[config.mk]
export PLATFORM = sky130hd
export DESIGN_NAME = riscv_mem_arbiter_flat
export DESIGN_NICKNAME = d
export VERILOG_FILES = /design/src/rtl/riscv_pkg.sv /design/src/rtl/riscv_mem_arbiter_if.sv /design/src/rtl/riscv_timeout_counter.sv /design/src/rtl/riscv_mem_arbiter.sv /design/src/flat_wrapper.sv
export SDC_FILE = /design/constraint.sdc
export NUM_CORES = 1
export LEC_CHECK = 0
export CORE_MARGIN = 2
export CORE_UTILIZATION = 39
export CTS_BUF_LIST = sky130_fd_sc_hd__clkbuf_8
export CTS_CLUSTER_SIZE = 12
export DETAILED_ROUTE_END_ITERATION = 10
export PLACE_DENSITY = 0.79
export SETUP_SLACK_MARGIN = 0.5
export SYNTH_ARGS = -nofsm -noshare
export SYNTH_HDL_FRONTEND = slang
export SYNTH_HIERARCHICAL = 1
export SYNTH_SLANG_ARGS = --single-unit
[constraint.sdc]
create_clock -name iclk -period 2.2 [get_ports iclk]
set_clock_uncertainty 0.1 [all_clocks]
set_input_delay 0.66 -clock iclk [delete_from_list [all_inputs] [get_ports iclk]]
set_output_delay 0.66 -clock iclk [all_outputs]
set_load 0.005 [all_outputs]
[src/rtl/riscv_pkg.sv]
// Shared state encoding and default sizing for the instruction/data memory arbiter.
package riscv_pkg;

   localparam int ADDR_W_DEF  = 32;
   localparam int DATA_W_DEF  = 32;
   localparam int TIMEOUT_DEF = 255;

   typedef enum logic [1:0] {
      IDLE    = 2'd0,
      IF_BUSY = 2'd1,
      DM_BUSY = 2'd2,
      DONE    = 2'd3
   } arb_state_e;

   // Counter width able to hold values 0..limit.
   function automatic int cnt_width(input int limit);
      return (limit < 1) ? 1 : $clog2(limit + 1);
   endfunction

endpackage

[src/rtl/riscv_mem_arbiter_if.sv]
// Fetch port, data port and shared bus port of the memory arbiter.
// The slave modport is the arbiter's view; master is the core/bus side.
interface riscv_mem_arbiter_if
   import riscv_pkg::*;
#(
   parameter int ADDR_W = ADDR_W_DEF,
   parameter int DATA_W = DATA_W_DEF
);
   logic                  iif_req;
   logic [ADDR_W-1:0]     iif_addr;
   logic [DATA_W-1:0]     oif_rdata;
   logic                  oif_ack;

   logic                  idm_req;
   logic                  idm_we;
   logic [DATA_W/8-1:0]   idm_be;
   logic [ADDR_W-1:0]     idm_addr;
   logic [DATA_W-1:0]     idm_wdata;
   logic [DATA_W-1:0]     odm_rdata;
   logic                  odm_ack;

   logic                  obus_req;
   logic                  obus_we;
   logic [DATA_W/8-1:0]   obus_be;
   logic [ADDR_W-1:0]     obus_addr;
   logic [DATA_W-1:0]     obus_wdata;
   logic                  ibus_ack;
   logic [DATA_W-1:0]     ibus_rdata;

   logic                  ostall_if;
   logic                  ostall_mem;
   logic                  oerr;

   modport slave (
      input  iif_req, iif_addr, idm_req, idm_we, idm_be, idm_addr, idm_wdata,
             ibus_ack, ibus_rdata,
      output oif_rdata, oif_ack, odm_rdata, odm_ack,
             obus_req, obus_we, obus_be, obus_addr, obus_wdata,
             ostall_if, ostall_mem, oerr
   );

   modport master (
      output iif_req, iif_addr, idm_req, idm_we, idm_be, idm_addr, idm_wdata,
             ibus_ack, ibus_rdata,
      input  oif_rdata, oif_ack, odm_rdata, odm_ack,
             obus_req, obus_we, obus_be, obus_addr, obus_wdata,
             ostall_if, ostall_mem, oerr
   );

endinterface

[src/rtl/riscv_timeout_counter.sv]
// Bus wait counter: expired flags the TIMEOUT-th consecutive enabled cycle.
module riscv_timeout_counter
   import riscv_pkg::*;
#(
   parameter int TIMEOUT = TIMEOUT_DEF
)(
   input  logic clk,
   input  logic rst,
   input  logic clear,
   input  logic enable,
   output logic expired
);
   localparam int               CNT_W = cnt_width(TIMEOUT);
   localparam logic [CNT_W-1:0] LAST  = CNT_W'(TIMEOUT - 1);

   logic [CNT_W-1:0] count;

   always_ff @(posedge clk) begin
      if (rst || clear)
         count <= '0;
      else if (enable)
         count <= count + CNT_W'(1);
   end

   // Combinational so the abort lands on the same edge as a late ack would.
   assign expired = enable && (count == LAST);

endmodule

[src/rtl/riscv_mem_arbiter.sv]
// Shares one memory bus between instruction fetch and data access,
// data side first, with a bus wait timeout that aborts with oerr.
module riscv_mem_arbiter
   import riscv_pkg::*;
#(
   parameter int ADDR_W  = ADDR_W_DEF,
   parameter int DATA_W  = DATA_W_DEF,
   parameter int TIMEOUT = TIMEOUT_DEF
)(
   input  logic               iclk,
   input  logic               irst,
   riscv_mem_arbiter_if.slave bus
);
   localparam int BE_W = DATA_W / 8;

   arb_state_e        state, state_nxt;
   logic              grant_dm, grant_if, finish, busy, expired;
   logic              req_q, we_q, if_ack_q, dm_ack_q, err_q;
   logic [BE_W-1:0]   be_q;
   logic [ADDR_W-1:0] addr_q;
   logic [DATA_W-1:0] wdata_q, if_rdata_q, dm_rdata_q, cap_rdata;

   always_ff @(posedge iclk) begin
      if (irst)
         state <= IDLE;
      else
         state <= state_nxt;
   end

   // Grants only from IDLE, so a request still held during DONE waits a cycle.
   always_comb begin
      state_nxt = state;
      grant_dm  = 1'b0;
      grant_if  = 1'b0;
      finish    = 1'b0;
      case (state)
         IDLE: begin
            if (bus.idm_req) begin
               grant_dm  = 1'b1;
               state_nxt = DM_BUSY;
            end else if (bus.iif_req) begin
               grant_if  = 1'b1;
               state_nxt = IF_BUSY;
            end
         end
         IF_BUSY, DM_BUSY: begin
            if (bus.ibus_ack || expired) begin
               finish    = 1'b1;
               state_nxt = DONE;
            end
         end
         DONE:    state_nxt = IDLE;
         default: state_nxt = IDLE;
      endcase
   end

   assign busy = (state == IF_BUSY) || (state == DM_BUSY);

   riscv_timeout_counter #(.TIMEOUT(TIMEOUT)) u_wait (
      .clk     (iclk),
      .rst     (irst),
      .clear   (grant_dm | grant_if),
      .enable  (busy & ~bus.ibus_ack),
      .expired (expired)
   );

   // An ack on the expiry cycle wins, so a timeout only ever captures zero.
   assign cap_rdata = bus.ibus_ack ? bus.ibus_rdata : '0;

   always_ff @(posedge iclk) begin
      if (irst) begin
         req_q      <= 1'b0;
         we_q       <= 1'b0;
         be_q       <= '0;
         addr_q     <= '0;
         wdata_q    <= '0;
         if_ack_q   <= 1'b0;
         dm_ack_q   <= 1'b0;
         err_q      <= 1'b0;
         if_rdata_q <= '0;
         dm_rdata_q <= '0;
      end else begin
         if_ack_q <= 1'b0;
         dm_ack_q <= 1'b0;
         err_q    <= 1'b0;
         if (grant_dm) begin
            req_q   <= 1'b1;
            we_q    <= bus.idm_we;
            be_q    <= bus.idm_be;
            addr_q  <= bus.idm_addr;
            wdata_q <= bus.idm_wdata;
         end else if (grant_if) begin
            req_q   <= 1'b1;
            we_q    <= 1'b0;
            be_q    <= '1;
            addr_q  <= bus.iif_addr;
            wdata_q <= '0;
         end
         if (finish) begin
            req_q <= 1'b0;
            err_q <= ~bus.ibus_ack;
            if (state == DM_BUSY) begin
               dm_ack_q   <= 1'b1;
               dm_rdata_q <= cap_rdata;
            end else begin
               if_ack_q   <= 1'b1;
               if_rdata_q <= cap_rdata;
            end
         end
      end
   end

   assign bus.obus_req   = req_q;
   assign bus.obus_we    = we_q;
   assign bus.obus_be    = be_q;
   assign bus.obus_addr  = addr_q;
   assign bus.obus_wdata = wdata_q;
   assign bus.oif_ack    = if_ack_q;
   assign bus.odm_ack    = dm_ack_q;
   assign bus.oif_rdata  = if_rdata_q;
   assign bus.odm_rdata  = dm_rdata_q;
   assign bus.oerr       = err_q;

   assign bus.ostall_if  = bus.iif_req & ~if_ack_q;
   assign bus.ostall_mem = bus.idm_req & ~dm_ack_q;

endmodule

[src/flat_wrapper.sv]
// flat-port wrapper written by rule: the top's interface ports become plain ports
module riscv_mem_arbiter_flat import riscv_pkg::*;
#(
   parameter int ADDR_W  = ADDR_W_DEF,
   parameter int DATA_W  = DATA_W_DEF,
   parameter int TIMEOUT = TIMEOUT_DEF
)
  (iclk, irst, bus_iif_req, bus_iif_addr, bus_idm_req, bus_idm_we, bus_idm_be, bus_idm_addr, bus_idm_wdata, bus_ibus_ack, bus_ibus_rdata, bus_oif_rdata, bus_oif_ack, bus_odm_rdata, bus_odm_ack, bus_obus_req, bus_obus_we, bus_obus_be, bus_obus_addr, bus_obus_wdata, bus_ostall_if, bus_ostall_mem, bus_oerr);
  riscv_mem_arbiter_if #(.ADDR_W(ADDR_W), .DATA_W(DATA_W)) bus_i ();
  input  logic iclk;
  input  logic irst;
  input wire logic [$bits(bus_i.iif_req)-1:0] bus_iif_req;
  input wire logic [$bits(bus_i.iif_addr)-1:0] bus_iif_addr;
  input wire logic [$bits(bus_i.idm_req)-1:0] bus_idm_req;
  input wire logic [$bits(bus_i.idm_we)-1:0] bus_idm_we;
  input wire logic [$bits(bus_i.idm_be)-1:0] bus_idm_be;
  input wire logic [$bits(bus_i.idm_addr)-1:0] bus_idm_addr;
  input wire logic [$bits(bus_i.idm_wdata)-1:0] bus_idm_wdata;
  input wire logic [$bits(bus_i.ibus_ack)-1:0] bus_ibus_ack;
  input wire logic [$bits(bus_i.ibus_rdata)-1:0] bus_ibus_rdata;
  output wire logic [$bits(bus_i.oif_rdata)-1:0] bus_oif_rdata;
  output wire logic [$bits(bus_i.oif_ack)-1:0] bus_oif_ack;
  output wire logic [$bits(bus_i.odm_rdata)-1:0] bus_odm_rdata;
  output wire logic [$bits(bus_i.odm_ack)-1:0] bus_odm_ack;
  output wire logic [$bits(bus_i.obus_req)-1:0] bus_obus_req;
  output wire logic [$bits(bus_i.obus_we)-1:0] bus_obus_we;
  output wire logic [$bits(bus_i.obus_be)-1:0] bus_obus_be;
  output wire logic [$bits(bus_i.obus_addr)-1:0] bus_obus_addr;
  output wire logic [$bits(bus_i.obus_wdata)-1:0] bus_obus_wdata;
  output wire logic [$bits(bus_i.ostall_if)-1:0] bus_ostall_if;
  output wire logic [$bits(bus_i.ostall_mem)-1:0] bus_ostall_mem;
  output wire logic [$bits(bus_i.oerr)-1:0] bus_oerr;
  assign bus_i.iif_req = bus_iif_req;
  assign bus_i.iif_addr = bus_iif_addr;
  assign bus_i.idm_req = bus_idm_req;
  assign bus_i.idm_we = bus_idm_we;
  assign bus_i.idm_be = bus_idm_be;
  assign bus_i.idm_addr = bus_idm_addr;
  assign bus_i.idm_wdata = bus_idm_wdata;
  assign bus_i.ibus_ack = bus_ibus_ack;
  assign bus_i.ibus_rdata = bus_ibus_rdata;
  assign bus_oif_rdata = bus_i.oif_rdata;
  assign bus_oif_ack = bus_i.oif_ack;
  assign bus_odm_rdata = bus_i.odm_rdata;
  assign bus_odm_ack = bus_i.odm_ack;
  assign bus_obus_req = bus_i.obus_req;
  assign bus_obus_we = bus_i.obus_we;
  assign bus_obus_be = bus_i.obus_be;
  assign bus_obus_addr = bus_i.obus_addr;
  assign bus_obus_wdata = bus_i.obus_wdata;
  assign bus_ostall_if = bus_i.ostall_if;
  assign bus_ostall_mem = bus_i.ostall_mem;
  assign bus_oerr = bus_i.oerr;
  riscv_mem_arbiter #(.ADDR_W(ADDR_W), .DATA_W(DATA_W), .TIMEOUT(TIMEOUT)) u_core (.iclk(iclk), .irst(irst), .bus(bus_i));
endmodule
==> flow_summary.toml, run 1 <==
[layout]
fin_nets = 1122
num_antenna_cells = 0
syn_to_final_growth_pct = 54.6
drive_gt1_frac = 0.397
final_cells = 1202
fin_util = 0.618
fill_cells = 1366

[clock_tree]
h-tree-depth = 4
cts_sinks = 147
cts_tree = "done"
path_clk_slew_ps = 80
clock_latency_ps = 440
root_buffer = "clkbuf_8"
cts_buffers = 17
cts.path.max_buffers = 2

[grt]
grt_max_degree = 59
grt-ovfl-total = 0
grt_pass1_wl_um = 30600
grt.total_usage = 0.232
grt_pass1_vias = 5925
antenna_found_initial = 0

[die]
num_io_pins = 277
dieArea_mm2 = 0.0167
core_mm2 = 0.0153
die_y_um = 129
die_width_um = 129
initial_core_util = 0.400
rows = 45

[detailed_routing]
drt_wl_total_um = 20000
wl_met1_um = 8130
viasPerCell = 5.13
wl_met2_um = 9690
route.top_layer_used = "met4"
drt_iter0_drc = 365
wl_met3_um = 1790
num_vias = 6166
drt-wirelength-per-cell_um = 16.6
dr.pass1.iters = 5
postRouteAntennaNets = 0
drc = 0

[sta]
drv_slew = 0
fin_crit_sh = 0.903
timing.fmax_ghz = 0.503
rsz0062_at_grt = "true"
finalHoldViolations = 0
holdWs_ps = 351
max_slew_margin = 0.714
worstMarginPinSlew_ps = 428
setup_viol = 0
period_minus_slack_ps = 1990

[synthesis]
yosysWarnings = 6
synthFlopType = "dfxtp_1"
syn_area_mm2 = 0.00610
netlist.area_leader.share = 0.482
synth_top_area_cell = "dfxtp_1"
async_reset_ff_frac = 0
ys_ff_latch = 147
yosysUniqueCellTypes = 38
synthCells = 713
synth-edff-count = 0
yosysSeqAreaShare = 0.482
yosys-top-cells-area = "dfxtp_1, nor2_1, a21oi_1, nand4b_1, a22o_1"
yosysMostFrequentCell = "dfxtp_1"
postSynthNetCount = 857
synth_common_cells = "dfxtp_1, nor2_1, a21oi_1"
syn_avg_cell_area_um2 = 8.56

[setup_path]
r2r-end = "u_core/bus.oif_rdata[9]"
worst-r2r-cell-count = 10
cp-endpoint = "u_core/bus.oif_rdata[9]"
required_ps = 2410
cp-startpoint = "u_core/state[1]"
crit_path_start_kind = "flop"
reg2reg_slack_ps = 210
reg2reg_from = "u_core/state[1]"
crit_path_end_kind = "flop"
crit_fanout = 7
cp.arrival_ps = 2200
critPathKind = "flop to flop"

[placement]
gp_congestion = 0.784
hpwl_um = 13500
portBuffers = 276
dp.cells = 1151

[power]
ir_drop_uv = 739
cellPowerDensity_mw_per_mm2 = 1010
power_leakage_nw = 3.97

[outcome]
status = "finished clean"

[job]
maxCapViolCount = 0

[hold_path]
hold_start = "u_core/bus.oif_rdata[22]"
worstHoldPathType = "flop to flop"
## worst max-delay path, stage by stage (launching register included)
cell     delay, ps
dfxtp_2        340
inv_2           50
ha_4           250
nor2b_4        130
nand4_1        130
nor2_4         210
buf_12         130
o21ai_4        100
buf_12         180
o21ai_1        140
a21oi_1         90
## through the flow
stage	instance area [µm²]	TNS, ps	total power, mW	setup WS [ps]
after CTS	9100	0	9.23	279
after detailed placement	9150	-25590	7.55	-510
after global routing	9440	0	10.2	117
final	9440	0	9.55	213
after global placement	9150	-24180	7.49	-510
after floorplan	6270	0	5.66	146
## cell type report
| class | instances | area [µm²] | share of cell area |
|---|---|---|---|
| clock inverter | 14 | 113 | 0.0119 |
| timing repair buffer | 318 | 2750 | 0.292 |
| tap | 211 | 264 | 0.0280 |
| clock buffer | 18 | 248 | 0.0263 |
| inverter | 36 | 138 | 0.0146 |
| multi-input combinational | 458 | 2810 | 0.298 |
| sequential | 147 | 3110 | 0.330 |
## power breakdown
part	total (mW)	switching, mW	leakage, nW	internal, mW
registers	3.58	0.284	1.26	3.30
logic	4.02	2.12	2.54	1.90
clock network	1.95	1.04	0.181	0.913
## sequential cells by signal (all words and copies together) (netlist names)
signal / flops
u_core/state: 2
u_core/bus.oif_ack: 1
u_core/bus.odm_rdata: 32
u_core/bus.odm_ack: 1
u_core/bus.obus_we: 1
u_core/u_wait/count: 8
u_core/bus.obus_req: 1
u_core/bus.obus_wdata: 32
u_core/bus.obus_addr: 32
u_core/bus.oerr: 1
u_core/bus.obus_be: 4
u_core/bus.oif_rdata: 32
## cells in the final DEF, fill, tap and decap left out, types with 4 or more instances in the layout
cell type,instances
o21ai_2,13
buf_4,26
nor3_1,5
a22oi_1,33
clkbuf_8,18
o21ai_1,18
o21ai_0,4
dfxtp_2,136
buf_6,31
buf_2,113
buf_12,13
ha_1,4
inv_1,32
nand3_1,34
clkinvlp_4,4
nand2_1,36
a21oi_2,7
a211oi_1,33
nor2_1,112
dfxtp_1,11
nand4b_1,32
a22o_1,31
clkinv_2,7
clkdlybuf4s50_1,133
a21oi_1,61
## worst min path at each step
stage | to | depth (start not counted)
floorplan | u_core/bus.odm_rdata[0] | 2
global placement | u_core/bus.odm_rdata[4] | 2
detailed placement | u_core/bus.odm_rdata[10] | 2
CTS | u_core/bus.odm_rdata[6] | 2
global route | u_core/bus.odm_rdata[25] | 2
finish | u_core/bus.oif_rdata[22] | 2
## per-layer routing
layer / track usage / up-vias
met1: 0.270 / 2894
met2: 0.395 / 220
met5: 0 / -
li1: - / 3019
met3: 0.0834 / 33
met4: 0.0793 / 0
## cells by family (layout without fill, tap and decap cells)
kind of cell	Yosys count	in the layout	share of synthesized area
AOI/OAI and AO/OA	208	208	0.223
xor gates and xnor gates	4	4	0.00574
adders and majority gates	6	6	0.0123
buffers and inverters	108	386	0.0828
DFF	147	147	0.482
muxes	1	1	0.00164
and+or+nand+nor	239	239	0.192
## timing repair
item                                    CTS  global route
pin swaps                                 1            10
hold endpoints to repair                  0             0
hold buffers                              0             0
endpoints found under the setup margin  285           107
buffers inserted                          8             8
gates cloned                              0             3
gates resized for setup                 697            51
No activity file was read; power rests on OpenSTA's default activity.
==> run 2, diff against run 1 <==
--- a/config.mk
+++ b/config.mk
@@ -10,6 +10,7 @@
 export CTS_BUF_LIST = sky130_fd_sc_hd__clkbuf_8
 export CTS_CLUSTER_SIZE = 12
 export DETAILED_ROUTE_END_ITERATION = 10
+export MAX_ROUTING_LAYER = met4
 export PLACE_DENSITY = 0.79
 export SETUP_SLACK_MARGIN = 0.5
 export SYNTH_ARGS = -nofsm -noshare
==> run 2 against run 1 <==
Combinational power hardly changed. Critical path depth unchanged. Utilization about the same. Register-to-register slack hardly changed. Design area about the same. First-iteration DRC count grew 16%. Via count increased by 0.19%. Non-clock buffer count is the same. Fmax is 0.34% lower. Sequential power is essentially flat. Sequential share of layout area hardly changed.
==> flow_summary.toml, run 2 (synthesized netlist as in run 1, its figures left out) <==
[outcome]
status = "finished clean"

[power]
power_frac_comb = 0.421
power.switching_mw = 3.45
cellPowerDensity_mw_per_mm2 = 1010
pwr-share-seq = 0.375
internal-power_mw = 6.11
power_leakage_nw = 3.97
clkPwrFrac = 0.204
ir_drop_uv = 735
switching_share = 0.361

[sta]
timing.fmax_ghz = 0.502
finalHoldViolations = 0
period_minus_slack_ps = 1990
worstMarginPinSlew_ps = 426
fin_crit_sh = 0.906
drv_slew = 0
tns_ps = 0
max_slew_margin = 0.716
fin_ws_ps = 206
holdWs_ps = 350
rsz0062_at_grt = "true"
setup_viol = 0

[clock_tree]
h-tree-depth = 4
cts_sinks = 147
path_clk_slew_ps = 80
root_buffer = "clkbuf_8"
cts_tree = "done"
clock_latency_ps = 430
cts_buffers = 17
cts.path.max_buffers = 2

[setup_path]
critPathKind = "flop to flop"
cp.arrival_ps = 2210
crit_path_end_kind = "flop"
reg2reg_from = "u_core/state[1]"
required_ps = 2420
cp-startpoint = "u_core/state[1]"
crit_fanout = 7
crit_path_start_kind = "flop"
reg2reg_slack_ps = 210

[layout]
fin_util = 0.618
syn_to_final_growth_pct = 54.5
layout_commonest_cell = "dfxtp_2"
multi_input_area_mm2 = 0.00281
drive_gt1_frac = 0.398
num_antenna_cells = 0
final_cell_mix = "dfxtp_2, clkdlybuf4s50_1, buf_2, nor2_1, a21oi_1"
seq_area_mm2 = 0.00311
fill_cells = 1366
fin_nets = 1122

[die]
die_width_um = 129
die_y_um = 129
core_mm2 = 0.0153
initial_core_util = 0.400
num_io_pins = 277
rows = 45
dieArea_mm2 = 0.0167

[detailed_routing]
num_vias = 6178
drt_wl_total_um = 20000
viasPerCell = 5.14
dr.pass1.iters = 4
drc = 0
drt_iter0_drc = 422
postRouteAntennaNets = 0
drt-wirelength-per-cell_um = 16.7

[placement]
portBuffers = 276
hpwl_um = 13500
gp_congestion = 0.794
dp_slack_ps = -510

[grt]
grt.total_usage = 0.239
grt-ovfl-total = 0
grt_pass1_wl_um = 30500
grt_max_degree = 59
antenna_found_initial = 0
grt_pass1_vias = 5939

[job]
maxCapViolCount = 0

[hold_path]
hold_start = "u_core/bus.oif_rdata[22]"
worstHoldPathType = "flop to flop"
-- run 2: critical path, cell delays in order (launching register included) --
cell	delay [ps]
dfxtp_2	340
inv_2	50
ha_4	250
nor2b_4	130
nand4_1	130
nor2_4	210
buf_12	130
o21ai_4	100
clkbuf_16	210
o21ai_2	140
a21oi_2	70
-- run 2: what timing repair did --
action / in CTS / in global routing
setup buffers: 8 / 8
resized for setup: 697 / 51
hold buffers: 0 / 0
endpoints found under the setup margin: 285 / 105
pin swaps: 1 / 14
gates cloned: 0 / 3
-- run 2: cell type report --
| cell class | count | area share |
|---|---|---|
| Clock buffer | 18 | 0.0263 |
| Clock inverter | 14 | 0.0119 |
| Inverter | 36 | 0.0146 |
| Multi-Input combinational cell | 458 | 0.298 |
| Sequential cell | 147 | 0.330 |
| Tap cell | 211 | 0.0280 |
| Timing Repair Buffer | 318 | 0.291 |
-- run 2: path summary, 6_finish.rpt --
| check | cells past startpoint | endpoint |
|---|---|---|
| setup / recovery | 10 | u_core/bus.oif_rdata[31] |
| hold / removal | 2 | u_core/bus.oif_rdata[22] |
| setup reg to reg | 10 | u_core/bus.oif_rdata[31] |
| hold reg to reg | 2 | u_core/bus.oif_rdata[22] |
-- run 2: power by group through the flow --
stage	clock network [mW]	logic, mW	registers, mW
2_1_floorplan	0	2.11	3.56
3_3_place_gp	0	3.99	3.51
3_5_place_dp	0	4.03	3.53
4_1_cts	2.01	3.68	3.54
5_1_grt	2.12	4.40	3.64
6_report	1.95	4.02	3.58
-- run 2: routing by layer --
metal	up-vias	part of all wire	GRT usage
li1	3027	-	-
met1	2899	0.40	0.276
met2	230	0.49	0.398
met3	22	0.086	0.0710
met4	0	0.015	0.0793
met5	-	0	-
-- run 2: through the flow --
step | total power, mW | cells | instance area [µm²]
after floorplan | 5.66 | 713 | 6270
after global placement | 7.49 | 1151 | 9150
after detailed placement | 7.55 | 1151 | 9150
after CTS | 9.23 | 1191 | 9100
after global routing | 10.2 | 1202 | 9430
final | 9.56 | 1202 | 9430
==> run 3, diff against run 2 <==
--- a/config.mk
+++ b/config.mk
@@ -6,7 +6,7 @@
 export NUM_CORES = 1
 export LEC_CHECK = 0
 export CORE_MARGIN = 2
-export CORE_UTILIZATION = 39
+export CORE_UTILIZATION = 38
 export CTS_BUF_LIST = sky130_fd_sc_hd__clkbuf_8
 export CTS_CLUSTER_SIZE = 12
 export DETAILED_ROUTE_END_ITERATION = 10
@@ -15,5 +15,4 @@
 export SETUP_SLACK_MARGIN = 0.5
 export SYNTH_ARGS = -nofsm -noshare
 export SYNTH_HDL_FRONTEND = slang
-export SYNTH_HIERARCHICAL = 1
 export SYNTH_SLANG_ARGS = --single-unit
==> run 3 against run 2 <==
Sequential share of layout area up 0.25 points. Die area is 4.1% lower. Register-to-register slack better by 210 ps. Power increased by 3.1%. Global-route usage grew 1.4 points. Highest routed layer unchanged. Design area decreased by 0.80%. Utilization is 2.3 points higher. Combinational power about the same. Critical endpoint is now bus_ostall_mem. Worst hold slack improved by 3.7 ps. Count of clock-buffer cells in the layout grew 5. Fmax is 8.8% higher. Synthesized area shrank 6.7%.
==> flow_summary.toml, run 3 <==
[die]
num_io_pins = 277
die_width_um = 126
die_y_um = 126
core_mm2 = 0.0146
dieArea_mm2 = 0.0160
initial_core_util = 0.391
rows = 44

[synthesis]
yosys-top-cells-area = "dfxtp_1, nand3_1, a21oi_1, a311oi_1, o21ai_0"
netlist.area_leader.share = 0.516
yosysMostFrequentCell = "dfxtp_1"
yosysWarnings = 0
yosysUniqueCellTypes = 34
ys_ff_latch = 147
postSynthNetCount = 788
syn_avg_cell_area_um2 = 8.83
synth-edff-count = 0
syn_area_mm2 = 0.00570
async_reset_ff_frac = 0
synth_common_cells = "dfxtp_1, nand3_1, a21oi_1"
synthFlopType = "dfxtp_1"
yosysSeqAreaShare = 0.516
synth_top_area_cell = "dfxtp_1"
synthCells = 645

[sta]
rsz0062_at_grt = "true"
max_slew_margin = 0.753
setup_viol = 0
finalHoldViolations = 0
worstMarginPinSlew_ps = 371
timing.fmax_ghz = 0.546
drv_slew = 0
period_minus_slack_ps = 1830
tns_ps = 0
fin_crit_sh = 0.833
fin_ws_ps = 367

[placement]
hpwl_um = 13200
gp_congestion = 0.835
dp.cells = 1061
portBuffers = 276
dp_slack_ps = -322

[detailed_routing]
drc = 0
viasPerCell = 5.42
drt-wirelength-per-cell_um = 18.8
num_vias = 6150
drt_iter0_drc = 489
dr.pass1.iters = 5
postRouteAntennaNets = 0
drt_wl_total_um = 21300

[grt]
grt_pass1_wl_um = 31300
grt-ovfl-total = 0
grt_pass1_vias = 5958
grt_max_degree = 58
grt.total_usage = 0.253
antenna_found_initial = 0

[setup_path]
cp.arrival_ps = 1070
path_buf_inv = 2
slowest_delay_ps = 180
worst-r2r-cell-count = 7
path_delay_family = "buffers and inverters"
crit_path_end_kind = "output pin"
required_ps = 1440
crit_path_start_kind = "primary input"
cp_cell_sequence = "clkdlybuf4s15_1 > nor2b_4 > buf_2"
cp.depth = 3
crit_fanout = 2
crit_path_top_delay_cell = "clkdlybuf4s15_1"
critPathKind = "primary input to output pin"

[power]
cellPowerDensity_mw_per_mm2 = 1050
ir_drop_uv = 566
p_total_mw = 9.85
power_leakage_nw = 3.87

[clock_tree]
path_clk_slew_ps = 80
cts.path.max_buffers = 2
root_buffer = "clkbuf_8"
h-tree-depth = 4
cts_tree = "done"
postCtsHoldBufs = 0
cts_buffers = 17
clock_latency_ps = 450
cts_sinks = 147

[layout]
final_cell_mix = "clkdlybuf4s50_1, dfxtp_2, buf_2, nand3_1, a21oi_1"
layout_commonest_cell = "clkdlybuf4s50_1"
fin_util = 0.642
num_antenna_cells = 0
syn_to_final_growth_pct = 64.3
drive_gt1_frac = 0.460
fill_cells = 1242
fin_nets = 1082
final_cells = 1135

[job]
maxCapViolCount = 0

[outcome]
status = "finished clean"

[hold_path]
whs_path_depth = 2
worstHoldPathType = "flop to flop"
[run 3: path summary, 6_finish.rpt]
kind / from / to / slack (ps)
worst min-delay path: u_core.bus.odm_rdata[3] / u_core.bus.odm_rdata[3] / 350
worst max register to register: u_core.state[1] / u_core.bus.oif_rdata[17] / 420
worst max-delay path: bus_idm_req / bus_ostall_mem / 370
worst min register to register: u_core.bus.odm_rdata[3] / u_core.bus.odm_rdata[3] / 350
[run 3: area by class of cell]
cell class              count  area (µm²)  area share
flip-flops and latches    147        3110       0.332
repair buffers            342        2920       0.312
multi-input cells         428        2690       0.288
clock buffers              23         317      0.0338
well taps                 184         230      0.0246
clock inverters             8        75.1     0.00802
inverters                   3        11.3     0.00120
[run 3: cell families after synthesis]
logic type                 Yosys count  share of synthesized area
DFF                                147                      0.516
and+or+nand+nor                    213                      0.175
xor gates and xnor gates             7                     0.0108
buffers and inverters               71                     0.0624
adders and majority gates            5                     0.0110
AOI/OAI and AO/OA                  202                      0.225
[run 3: per-layer routing]
layer	track usage	wire, µm	vias to the layer above
met5	-	0	-
met4	0.0970	573	0
met3	0.0772	1980	47
met2	0.407	10400	304
met1	0.296	8300	2886
li1	-	-	2913
[run 3: stage by stage]
step	hold WS, ps	cell area, µm²
6_report	354	9360
5_1_grt	370	9360
4_1_cts	356	8850
3_5_place_dp	355	8660
3_3_place_gp	356	8660
2_1_floorplan	366	5760
[run 3: repair_timing]
item / 4_1_cts / 5_1_grt
resized for setup: 717 / 99
pin swaps: 10 / 46
setup buffers: 23 / 11
gates cloned: 4 / 5
endpoints found under the setup margin: 261 / 116
[run 3: worst min-delay path, stage by stage, from the launching register on]
cell	delay [ps]
dfxtp_2	330
o21ai_2	40
a21oi_1	50
[run 3: power by group]
group	leakage (nW)	total [mW]	internal (mW)	switching (mW)
logic	2.42	4.01	1.93	2.08
clock network	0.198	2.09	1.07	1.02
registers	1.26	3.76	3.41	0.346
total	3.87	9.85	6.40	3.45
